[config.mk]
export PLATFORM = sky130hd
export DESIGN_NAME = buffer_ctrl
export DESIGN_NICKNAME = d
export VERILOG_FILES = /design/src/rtl/buffer_ctrl_pkg.sv /design/src/rtl/buffer_ctrl_arb.sv /design/src/rtl/buffer_ctrl.sv
export SDC_FILE = /design/constraint.sdc
export NUM_CORES = 1
export LEC_CHECK = 0
export CORE_MARGIN = 2
export CORE_UTILIZATION = 36
export CTS_CLUSTER_DIAMETER = 40
export DETAILED_ROUTE_END_ITERATION = 8
export GPL_ROUTABILITY_DRIVEN = 0
export PLACE_DENSITY_LB_ADDON = 0.08
export SYNTH_ARGS = -nofsm -noshare
export SYNTH_HDL_FRONTEND = slang
export SYNTH_SLANG_ARGS = --single-unit
[constraint.sdc]
create_clock -name clk -period 5.6 [get_ports clk]
set_input_delay 1.12 -clock clk [delete_from_list [all_inputs] [get_ports clk]]
set_output_delay 1.12 -clock clk [all_outputs]
set_load 0.05 [all_outputs]
[src/rtl/buffer_ctrl_pkg.sv]
// Shared constants and grant encoding for the buffer controller.
// Optional almost_full output is enabled by BUFFER_CTRL_ALMOST_FULL_EN.
package buffer_ctrl_pkg;
    localparam int DATA_W = 16;

    typedef enum logic [1:0] {
        GRANT_NONE = 2'd0,
        GRANT_W    = 2'd1,
        GRANT_R    = 2'd2
    } grant_e;
endpackage

[src/rtl/buffer_ctrl_arb.sv]
// Round-robin arbiter between buffer write and buffer read requests.
// Only contended cycles toggle the fairness flag.
module buffer_ctrl_arb
    import buffer_ctrl_pkg::*;
(
    input  logic   clk,
    input  logic   rst,
    input  logic   want_w,
    input  logic   want_r,
    output grant_e grant
);
    // Set when the most recent contended grant went to write.
    logic last_w_q, last_w_d;

    always_comb begin
        grant    = GRANT_NONE;
        last_w_d = last_w_q;
        if (want_w && want_r) begin
            grant    = last_w_q ? GRANT_R : GRANT_W;
            last_w_d = !last_w_q;
        end else if (want_w) begin
            grant = GRANT_W;
        end else if (want_r) begin
            grant = GRANT_R;
        end
    end

    always_ff @(posedge clk or negedge rst) begin
        if (!rst) begin
            last_w_q <= 1'b0;
        end else begin
            last_w_q <= last_w_d;
        end
    end
endmodule

[src/rtl/buffer_ctrl.sv]
// Controller for a single-port-per-cycle 16-bit buffer memory (FIFO order).
// Define BUFFER_CTRL_ALMOST_FULL_EN to add AF_MARGIN and almost_full.
module buffer_ctrl
    import buffer_ctrl_pkg::*;
#(
    parameter int ADDR_W = 4
`ifdef BUFFER_CTRL_ALMOST_FULL_EN
  , parameter int AF_MARGIN = 2
`endif
) (
    input  logic              clk,
    input  logic              rst,
    input  logic              in_valid,
    input  logic [DATA_W-1:0] in_data,
    output logic              in_ready,
    output logic              out_valid,
    input  logic              out_ready,
    output logic [DATA_W-1:0] out_data,
    output logic              mem_w,
    output logic              mem_r,
    output logic [ADDR_W-1:0] mem_w_addr,
    output logic [ADDR_W-1:0] mem_r_addr,
    output logic [DATA_W-1:0] mem_wdata,
    input  logic [DATA_W-1:0] mem_rdata,
    output logic [ADDR_W:0]   count,
    output logic              full,
    output logic              empty
`ifdef BUFFER_CTRL_ALMOST_FULL_EN
  , output logic              almost_full
`endif
);
    localparam int DEPTH = 2 ** ADDR_W;
    localparam logic [ADDR_W:0] FULL_CNT = (ADDR_W + 1)'(DEPTH);

    logic [ADDR_W-1:0] wptr_q, wptr_d;
    logic [ADDR_W-1:0] rptr_q, rptr_d;
    logic [ADDR_W:0]   count_q, count_d;
    logic              out_valid_q, out_valid_d;

    logic   want_w, want_r;
    logic   gnt_w, gnt_r;
    grant_e grant;

    assign full  = (count_q == FULL_CNT);
    assign empty = (count_q == '0);

    // rst gating keeps strobes low while reset is held.
    assign want_w = rst && in_valid && !full;
    assign want_r = rst && !empty && (!out_valid_q || out_ready);

    buffer_ctrl_arb u_arb (
        .clk    (clk),
        .rst    (rst),
        .want_w (want_w),
        .want_r (want_r),
        .grant  (grant)
    );

    always_comb begin
        gnt_w       = (grant == GRANT_W);
        gnt_r       = (grant == GRANT_R);
        wptr_d      = wptr_q;
        rptr_d      = rptr_q;
        count_d     = count_q;
        out_valid_d = out_valid_q && !out_ready;
        if (gnt_w) begin
            wptr_d  = wptr_q + ADDR_W'(1);
            count_d = count_q + (ADDR_W + 1)'(1);
        end
        if (gnt_r) begin
            rptr_d      = rptr_q + ADDR_W'(1);
            count_d     = count_q - (ADDR_W + 1)'(1);
            out_valid_d = 1'b1;
        end
    end

    assign in_ready   = gnt_w;
    assign mem_w      = gnt_w;
    assign mem_r      = gnt_r;
    assign mem_w_addr = wptr_q;
    assign mem_r_addr = rptr_q;
    assign mem_wdata  = in_data;
    assign out_data   = mem_rdata;
    assign out_valid  = out_valid_q;
    assign count      = count_q;

`ifdef BUFFER_CTRL_ALMOST_FULL_EN
    localparam logic [ADDR_W:0] AF_CNT = (ADDR_W + 1)'(DEPTH - AF_MARGIN);
    assign almost_full = (count_q >= AF_CNT);
`endif

    always_ff @(posedge clk or negedge rst) begin
        if (!rst) begin
            wptr_q      <= '0;
            rptr_q      <= '0;
            count_q     <= '0;
            out_valid_q <= 1'b0;
        end else begin
            wptr_q      <= wptr_d;
            rptr_q      <= rptr_d;
            count_q     <= count_d;
            out_valid_q <= out_valid_d;
        end
    end
endmodule

-- Word-level counts from Yosys, hierarchy flattened
Cells that the tools add are included.
- register bits: 15
- input bits: 36
- output and inout bits: 51
- word-level logic and storage cells: 33
- add/sub/neg operators: 4
- equal/unequal tests: 3
- multiplexer cells: 7
- reduce and logical (&&, ||, !) cells: 14
- operator list (kind ; count):
    two-way mux 5 bit ; 2
    adder 4 x 1 -> 4 bit, second input constant ; 2
    two-way mux 2 bit ; 4
    logical AND 1 bit ; 6
    adder 5 x 1 -> 5 bit, second input constant ; 1
    == test 5 bit, second input constant ; 1
    logical NOT 1 bit ; 5
    logical NOT 5 bit ; 1
    subtractor 5 x 1 -> 5 bit, second input constant ; 1
    == test 2 x 1 -> 1 bit, second input constant ; 1
    == test 2 bit, second input constant ; 1
    nonzero test 2 bit ; 1
    logical OR 1 bit ; 1
    two-way mux 1 bit ; 1

-- Logic depth before layout (Yosys ltp)
Gate-level depths: netlist (run 1).
- word-level depth: 10
- depth in mapped cells: 12
- gate-level depth less buffers: 11

-- Modules after synthesis
From an unflattened synthesis (run 1), not the netlist that was laid out.
- cells, all modules: 118
- area, all modules: 1129.8 µm²
- modules (own cells, without submodules) (module ; times used ; cells each ; area an instance (µm²) ; sequential area each (µm²)):
    buffer_ctrl ; 1 ; 112 ; 1073.5 ; 350.3
    buffer_ctrl_arb ; 1 ; 6 ; 56.3 ; 25.0

-- Worst setup path after synthesis (run 1)
No wires, ideal clock.
- kind: input to output
- start: input port out_ready
- end: output port mem_w
- arrival time: 2584 ps
- required time: 4480 ps
- setup slack: 1896 ps
- cell stages on the path: 5
- buffers on the path: 1
- path through: nand2b_1 > nor2b_2 > a211oi_2 > ha_1 > buf_4
- word-level cells in the longest chain between the ends: 6
- elaborated cells between the ends (all ways): 7
- classes of those cells: eq/ne: 1; mux: 3; reduce/logical: 3
- ends and longest elaborated chain (item ; line ; source):
    start: declaration ; buffer_ctrl.sv:17 ; input logic out_ready,
    logical OR 1 bit * ; buffer_ctrl.sv:49 ; assign want_r = rst && !empty && (!out_valid_q || out_ready);
    logical AND 1 bit * ; buffer_ctrl.sv:49 ;
    two-way mux 2 bit ; buffer_ctrl_arb.sv:23 ; end else if (want_r) begin
    two-way mux 2 bit ; buffer_ctrl_arb.sv:21 ; end else if (want_w) begin
    two-way mux 2 bit * ; buffer_ctrl_arb.sv:18 ; if (want_w && want_r) begin
    == test 2 x 1 -> 1 bit * ; buffer_ctrl.sv:60 ; gnt_w = (grant == GRANT_W);
    end: declaration ; buffer_ctrl.sv:19 ; output logic mem_w,
Mark *: on every way between the ends. The rest lies on a longest branch, timed or not.

-- Worst setup path in the final report (run 1)
- start: input port out_ready
- end: output port in_ready
- word-level cells in the longest chain between the ends: 6
- elaborated cells between the ends (all ways): 7
- classes of those cells: eq/ne: 1; mux: 3; reduce/logical: 3
- ends and longest elaborated chain (item ; line ; source):
    logical OR 1 bit * ; buffer_ctrl.sv:49 ;
    logical AND 1 bit * ; buffer_ctrl.sv:49 ;
    two-way mux 2 bit ; buffer_ctrl_arb.sv:23 ;
    two-way mux 2 bit ; buffer_ctrl_arb.sv:21 ;
    two-way mux 2 bit * ; buffer_ctrl_arb.sv:18 ;
    == test 2 x 1 -> 1 bit * ; buffer_ctrl.sv:60 ;
    end: declaration ; buffer_ctrl.sv:15 ; output logic in_ready,
Marked as above.

==> metrics.csv, run 1 <==
stage,metric,value,unit
critical_path,CP max stage delay,0.85,ns
floorplan,Die Span X,60.2,um
sta,f_max,227,MHz
power_and_ir_drop,internal power,0.413,mW
hold_path,hold path cells,1,
sta,Fin. Hold Viols,0,
logic_synthesis,Synth Instances,111,
sta,RSZ-0062 raised after global routing,false,
cts,root buf cell,clkbuf_4,
place,placed cell areas,0.00117,mm^2
logic_synthesis,Synth Cell Area,0.00114,mm^2
critical_path,worst setup path startpoint,out_ready,
cts,clock sink total,15,
sta,max-slew violation count,0,
routing,Initial DRC Count,9,
global_route,GRT overflow,0,
logic_synthesis,"Avg Cell Area, Syn",10.2,um^2
logic_synthesis,post-synth top area share,33.0,%
routing,via count,696,
power_and_ir_drop,Static Leakage,0.500,nW
sta,Slew Limit Headroom,66.7,%
global_route,antenna violations before repair,0,
floorplan,overall die height,60.2,um
logic_synthesis,Cell variety after synth,34,
sta,final hold slack,0.480,ns
power_and_ir_drop,Worst VDD drop,0.188,mV
place,detailed placer's ending HPWL,1680,um
critical_path,worst r2r src,count[0],
global_route,global-route wire length before repair,3490,um
global_route,largest net degree at the start of global routing,14,
global_route,vias in the first global route,684,
place,DP Cell Count,144,
power_and_ir_drop,Clock Power Share,7.3,%
cts,Post-CTS Hold Buffers,0,
sta,clock skew,0.00960,ns
sta,Final Setup Violations,0,
final_layout,layout cells sized above 1,18.3,%
cts,CTS tree,yes,
critical_path,Worst Setup Start Kind,input pin,
critical_path,Critical Path End,in_ready,
logic_synthesis,Syn Nets,155,
cts,"Setup Fix Bufs, Post-CTS",0,
global_route,grt met2 use,18.0,%
logic_synthesis,YS warnings,0,
final_layout,Storage cell area,375,um^2
sta,min cycle time layout,4.40,ns
logic_synthesis,flip-flop and latch count after synthesis,15,
power_and_ir_drop,switching share of power,52.5,%
routing,Detail Route Antenna Nets,0,
sta,slew of the pin with the lowest slew margin,0.497,ns
final_layout,fillers,311,
floorplan,starting density of the core,37.5,%
critical_path,endpoint of the worst register-to-register path,count[4],
final_layout,fin area,0.00119,mm^2
critical_path,"Data arrival, critical path",3.28,ns
logic_synthesis,sequential-to-total area share from yosys stat,33.0,%
critical_path,CP Cell Sequence,clkdlybuf4s50_1 -> nand2b_1 -> nor2b_2 -> a211oi_2 -> ha_1 -> clkdlybuf4s50_1,
global_route,GRT Util Overall,13.3,%
power_and_ir_drop,Pwr Density,729,mW/mm^2
status,status,"complete, no violations",
run,max-cap viol count,0,
cts,CTS H-tree depth,1,
routing,first-pass detailed-route iteration total,3,
place,Port Buf Inserts,22,
final_layout,final core occ,39.5,%
cts,Num CTS Buffers,3,
sta,PnR worst setup slack,1.20,ns
routing,routed wire length,2200,um
power_and_ir_drop,P_sw,0.458,mW
cts,cts repair resizes,0,
critical_path,cell mode on critical path,clkdlybuf4s50_1,
critical_path,R2R depth,11,
floorplan,Core Box Area,0.00303,mm^2
cts,clk_lat worst skew,0.29,ns
place,"worst slack, placed",1.17,ns
final_layout,Ant. Diodes,0,
floorplan,overall die area,0.00362,mm^2
hold_path,Min-Delay Path Class,reg2reg,
power_and_ir_drop,Comb power frac,66.1,%
routing,final routed DRC violation total,0,
sta,period utilization,78.6,%
critical_path,CP Data Required Time,4.48,ns
final_layout,Layout area overhead,5.18,%
global_route,most crowded layer after global routing,met2,
power_and_ir_drop,Sequential Power Share,26.5,%
power_and_ir_drop,Tot Pwr,0.871,mW
logic_synthesis,"area leader, netlist",dfrtp_1,
final_layout,Finished Layout Cells,148,
floorplan,# IOs,87,
critical_path,R2R Setup Slk,2.67,ns
critical_path,Critical-path top delay cell,clkdlybuf4s50_1,
critical_path,Crit Path Class,in2out,
routing,post-DR vias/cell,4.70,
global_route,met1 GRT Util,16.2,%
floorplan,row cnt,20,
critical_path,Setup crit end kind,primary output,
logic_synthesis,main area contributors after synthesis,"dfrtp_1 (33%), buf_4 (22%), ha_1 (7.7%), xnor2_1 (4.6%), xor2_1 (3.1%)",
cts,"Clk pin slew, worst setup/hold paths",0.10,ns
global_route,GR Util met3,1.73,%
final_layout,multi-input logic area,483,um^2
routing,WL/cell,14.9,um
final_layout,fin nets,149,
cts,CTS max path bufs,2,
critical_path,CP Max Fanout,6,
sta,total negative setup slack,0,ns
[area by class of cell]
cell class                      instances  share of cell area, %
Clock inverter                          1                  0.419
Multi-Input combinational cell         56                   40.4
Sequential cell                        15                   31.4
Clock buffer                            3                   1.88
Timing Repair Buffer                   24                   19.7
Inverter                                5                   1.57
Tap cell                               44                   4.61
[cell usage after synthesis]
library cell / number
inv_1: 4
nor3b_1: 2
and2_2: 1
ha_1: 7
fa_1: 1
o311a_1: 1
or4_4: 1
or3b_1: 1
nor2b_2: 1
nand3_1: 1
nor4_4: 1
inv_2: 1
mux2i_1: 1
nor3_2: 1
a21oi_1: 1
mux2_2: 2
nor2b_1: 1
or3_1: 1
a211oi_2: 1
xor2_1: 4
nor3_1: 1
xnor2_1: 6
o21a_1: 1
nand4_1: 2
nand2b_1: 2
buf_4: 34
dfrtp_1: 15
nand3_2: 1
o311ai_2: 1
o21ai_0: 4
nand2_1: 7
a21o_2: 1
clkbuf_1: 1
and2b_2: 1
[flip-flops by register name, indices dropped and copies added, names as in the netlist]
| name | flops |
|---|---|
| count | 5 |
| mem_r_addr | 4 |
| mem_w_addr | 4 |
| out_valid | 1 |
| u_arb.last_w_q | 1 |
[cell usage in the layout, fill, tap and decap left out]
cell type	Yosys	routed
a21o_2	1	1
ha_1	7	7
nor4_4	1	1
nor2b_2	1	1
and2b_2	1	1
nand3_2	1	1
clkbuf_4	0	3
fa_1	1	1
or3b_1	1	1
xor2_1	4	4
or4_4	1	1
buf_4	34	2
dfrtp_1	15	15
or3_1	1	1
nor3_2	1	1
mux2i_1	1	1
o21a_1	1	1
nand3_1	1	1
inv_2	1	1
mux2_2	2	2
inv_1	4	4
o311a_1	1	1
and2_2	1	1
nand4_1	2	2
nor3_1	1	1
nand2_1	7	7
clkinv_2	0	1
xnor2_1	6	6
a211oi_2	1	1
a21oi_1	1	1
nor3b_1	2	2
o21ai_0	4	4
clkdlybuf4s50_1	0	22
o311ai_2	1	1
nand2b_1	2	2
nor2b_1	1	1
[per-layer routing]
metal / vias up / wire length (um)
met5: - / 0
met3: 28 / 197
met1: 315 / 912
met2: 32 / 896
li1: 321 / -
met4: 0 / 195
[power by group through the flow]
stage / clock [mW] / sequential (mW) / combinational [mW]
CTS: 0.0681 / 0.233 / 0.581
floorplan: 0 / 0.395 / 0.312
global placement: 0 / 0.234 / 0.579
finish: 0.0639 / 0.231 / 0.576
global route: 0.0720 / 0.243 / 0.622
detailed placement: 0 / 0.235 / 0.581
[how the worst min path moves through the flow]
stage / startpoint / endpoint
floorplan: u_arb.last_w_q / u_arb.last_w_q
global placement: mem_r_addr[3] / mem_r_addr[3]
detailed placement: mem_w_addr[3] / mem_w_addr[3]
CTS: mem_w_addr[3] / mem_w_addr[3]
global route: mem_w_addr[3] / mem_w_addr[3]
finish: mem_w_addr[3] / mem_w_addr[3]
[critical path: cells and delay by family]
kind,cells,cell delay (ns)
buffers and inverters,2,1.24
AND/OR/NAND/NOR,2,0.34
adder cells (fa/ha/maj),1,0.32
AO/OA/AOI/OAI,1,0.26
[cell families (layout without fill, tap and decap cells)]
| family | count (synthesis) | in the layout | synth area share, % |
|---|---|---|---|
| compound gates | 10 | 10 | 7.05 |
| xor+xnor | 10 | 10 | 7.71 |
| fa+ha+maj | 8 | 8 | 9.47 |
| mux | 3 | 3 | 2.86 |
| buf+inv | 40 | 33 | 24.4 |
| simple gates | 25 | 25 | 15.4 |
| flops | 15 | 15 | 33.0 |
No activity file was read; power rests on OpenSTA's default activity.
==> run 2, diff against run 1 <==
Settings changed: CORE_UTILIZATION 36 to 30.
Clock period 5.6 ns to 3.85 ns, I/O delays scaled along.
==> metrics.csv, run 2 (same netlist as run 1, synthesis figures left out) <==
stage,metric,value,unit,change
status,status,"complete, no violations",,unchanged
power_and_ir_drop,Worst VDD drop,0.292,mV,was 0.188 mV
floorplan,Core Box Area,0.00366,mm^2,was 0.00303 mm^2
critical_path,R2R depth,10,,was 11
sta,max-slew violation count,0,,unchanged
final_layout,layout cells sized above 1,21.9,%,was 18.3%
place,DP Cell Count,149,,was 144
global_route,largest net degree at the start of global routing,13,,was 14
hold_path,hold path cells,1,,unchanged
cts,CTS H-tree depth,1,,unchanged
routing,post-DR vias/cell,4.56,,was 4.70
final_layout,most frequent cells in the layout,"clkdlybuf4s50_1 (19), dfrtp_1 (15), nand2_1 (7), ha_1 (7), xnor2_1 (6)",,"was clkdlybuf4s50_1 (22), dfrtp_1 (15), nand2_1 (7), ha_1 (7), xnor2_1 (6)"
final_layout,Ant. Diodes,0,,unchanged
hold_path,hold worst-path end,mem_r_addr[3],,was mem_w_addr[3]
critical_path,CP Max Fanout,8,,was 6
cts,"Setup Fix Bufs, Post-CTS",0,,unchanged
hold_path,Min-Delay Path Class,reg2reg,,unchanged
cts,root buf cell,clkbuf_8,,was clkbuf_4
cts,Num CTS Buffers,3,,unchanged
routing,Initial DRC Count,24,,was 9
final_layout,fillers,381,,was 311
floorplan,overall die area,0.00430,mm^2,was 0.00362 mm^2
floorplan,starting density of the core,31.0,%,was 37.5%
sta,Slew Limit Headroom,66.1,%,was 66.7%
global_route,antenna violations before repair,0,,unchanged
cts,CTS tree,yes,,unchanged
sta,clock skew,0.00568,ns,was 0.00960 ns
critical_path,worst r2r src,count[0],,unchanged
sta,Fin. Hold Viols,0,,unchanged
final_layout,Storage cell area,375,um^2,unchanged
final_layout,"commonest non-fill, non-tap cell in the layout",clkdlybuf4s50_1,,unchanged
critical_path,CP Data Required Time,3.08,ns,was 4.48 ns
cts,"Clk pin slew, worst setup/hold paths",0.07,ns,was 0.10 ns
sta,f_max,309,MHz,
sta,RSZ-0062 raised after global routing,false,,unchanged
run,max-cap viol count,0,,unchanged
global_route,vias in the first global route,685,,was 684
routing,final routed DRC violation total,0,,unchanged
cts,Post-CTS Hold Buffers,0,,unchanged
final_layout,Largest register FFs,5,,unchanged
sta,period utilization,84.0,%,
power_and_ir_drop,Pwr Density,1060,mW/mm^2,was 729 mW/mm^2
floorplan,Die Span X,65.5,um,was 60.2 um
routing,via count,697,,was 696
sta,total negative setup slack,0,ns,unchanged
place,Port Buf Inserts,22,,unchanged
critical_path,Worst Setup Start Kind,input pin,,unchanged
cts,CTS max path bufs,2,,unchanged
hold_path,HP Start,mem_r_addr[3],,was mem_w_addr[3]
global_route,GRT Util Overall,10.4,%,was 13.3%
final_layout,Layout area overhead,10.8,%,was 5.18%
cts,clk_lat worst skew,0.26,ns,was 0.29 ns
power_and_ir_drop,Tot Pwr,1.34,mW,was 0.871 mW
critical_path,R2R Setup Slk,1.02,ns,was 2.67 ns
global_route,global-route wire length before repair,3290,um,was 3490 um
global_route,GRT overflow,0,,unchanged
routing,WL/cell,13.5,um,was 14.9 um
critical_path,Crit Path Class,in2out,,unchanged
final_layout,fin nets,150,,was 149
floorplan,# IOs,87,,unchanged
cts,cts repair resizes,0,,unchanged
critical_path,endpoint of the worst register-to-register path,count[4],,unchanged
routing,first-pass detailed-route iteration total,4,,was 3
sta,Final Setup Violations,0,,unchanged
sta,min cycle time layout,3.23,ns,
floorplan,row cnt,22,,was 20
sta,slew of the pin with the lowest slew margin,0.506,ns,was 0.497 ns
floorplan,overall die height,65.5,um,was 60.2 um
power_and_ir_drop,Static Leakage,0.524,nW,was 0.500 nW
place,detailed placer's ending HPWL,1590,um,was 1680 um
routing,routed wire length,2070,um,was 2200 um
critical_path,"Data arrival, critical path",2.46,ns,was 3.28 ns
final_layout,multi-input logic area,483,um^2,unchanged
routing,Detail Route Antenna Nets,0,,unchanged
cts,clock sink total,15,,unchanged
final_layout,Finished Layout Cells,153,,was 148
critical_path,Setup crit end kind,primary output,,unchanged
-- run 2: layout make-up --
type	count	area share (%)
multi-input cells	56	38.4
flip-flops and latches	15	29.8
well taps	48	4.77
clock inverters	1	0.596
inverters	5	1.49
clock buffers	3	3.28
repair buffers	25	21.7
-- run 2: stage by stage --
| stage | hold slack [ns] | setup WS (ns) | area, um^2 | utilization [%] |
|---|---|---|---|---|
| 2_1_floorplan | 0.474 | 0.468 | 1140 | - |
| 3_3_place_gp | 0.462 | 0.457 | 1210 | 33.0 |
| 3_5_place_dp | 0.462 | 0.407 | 1210 | 33.0 |
| 4_1_cts | 0.477 | 0.590 | 1260 | 34.4 |
| 5_1_grt | 0.492 | 0.489 | 1260 | 34.4 |
| 6_report | 0.474 | 0.617 | 1260 | 34.4 |
-- run 2: per-layer routing --
metal  vias to the layer above  GRT usage [%]  part of all wire (%)
li1                        327              -                     -
met1                       313           12.6                    42
met2                        30           14.3                    43
met3                        27           2.91                   8.5
met4                         0           10.4                   6.4
met5                         -              0                     0
-- run 2: power by group --
part	internal, mW	switching, mW	total, mW
Sequential	0.239	0.0932	0.333
Clock	0.0730	0.0659	0.139
Combinational	0.343	0.524	0.867
-- run 2: worst max path at each step --
stage / startpoint / to / cells past startpoint
final: out_ready / mem_r / 8
after global routing: rst / mem_r / 7
after CTS: out_ready / mem_r / 8
after detailed placement: out_ready / count[4] / 11
after global placement: out_ready / count[4] / 11
after floorplan: count[0] / count[4] / 12
-- run 2: critical path: stages --
cell,delay (ns)
clkdlybuf4s50_1,0.39
nand2b_1,0.17
nor2b_2,0.17
a211oi_2,0.26
inv_1,0.07
ha_1,0.29
buf_4,0.21
buf_12,0.15
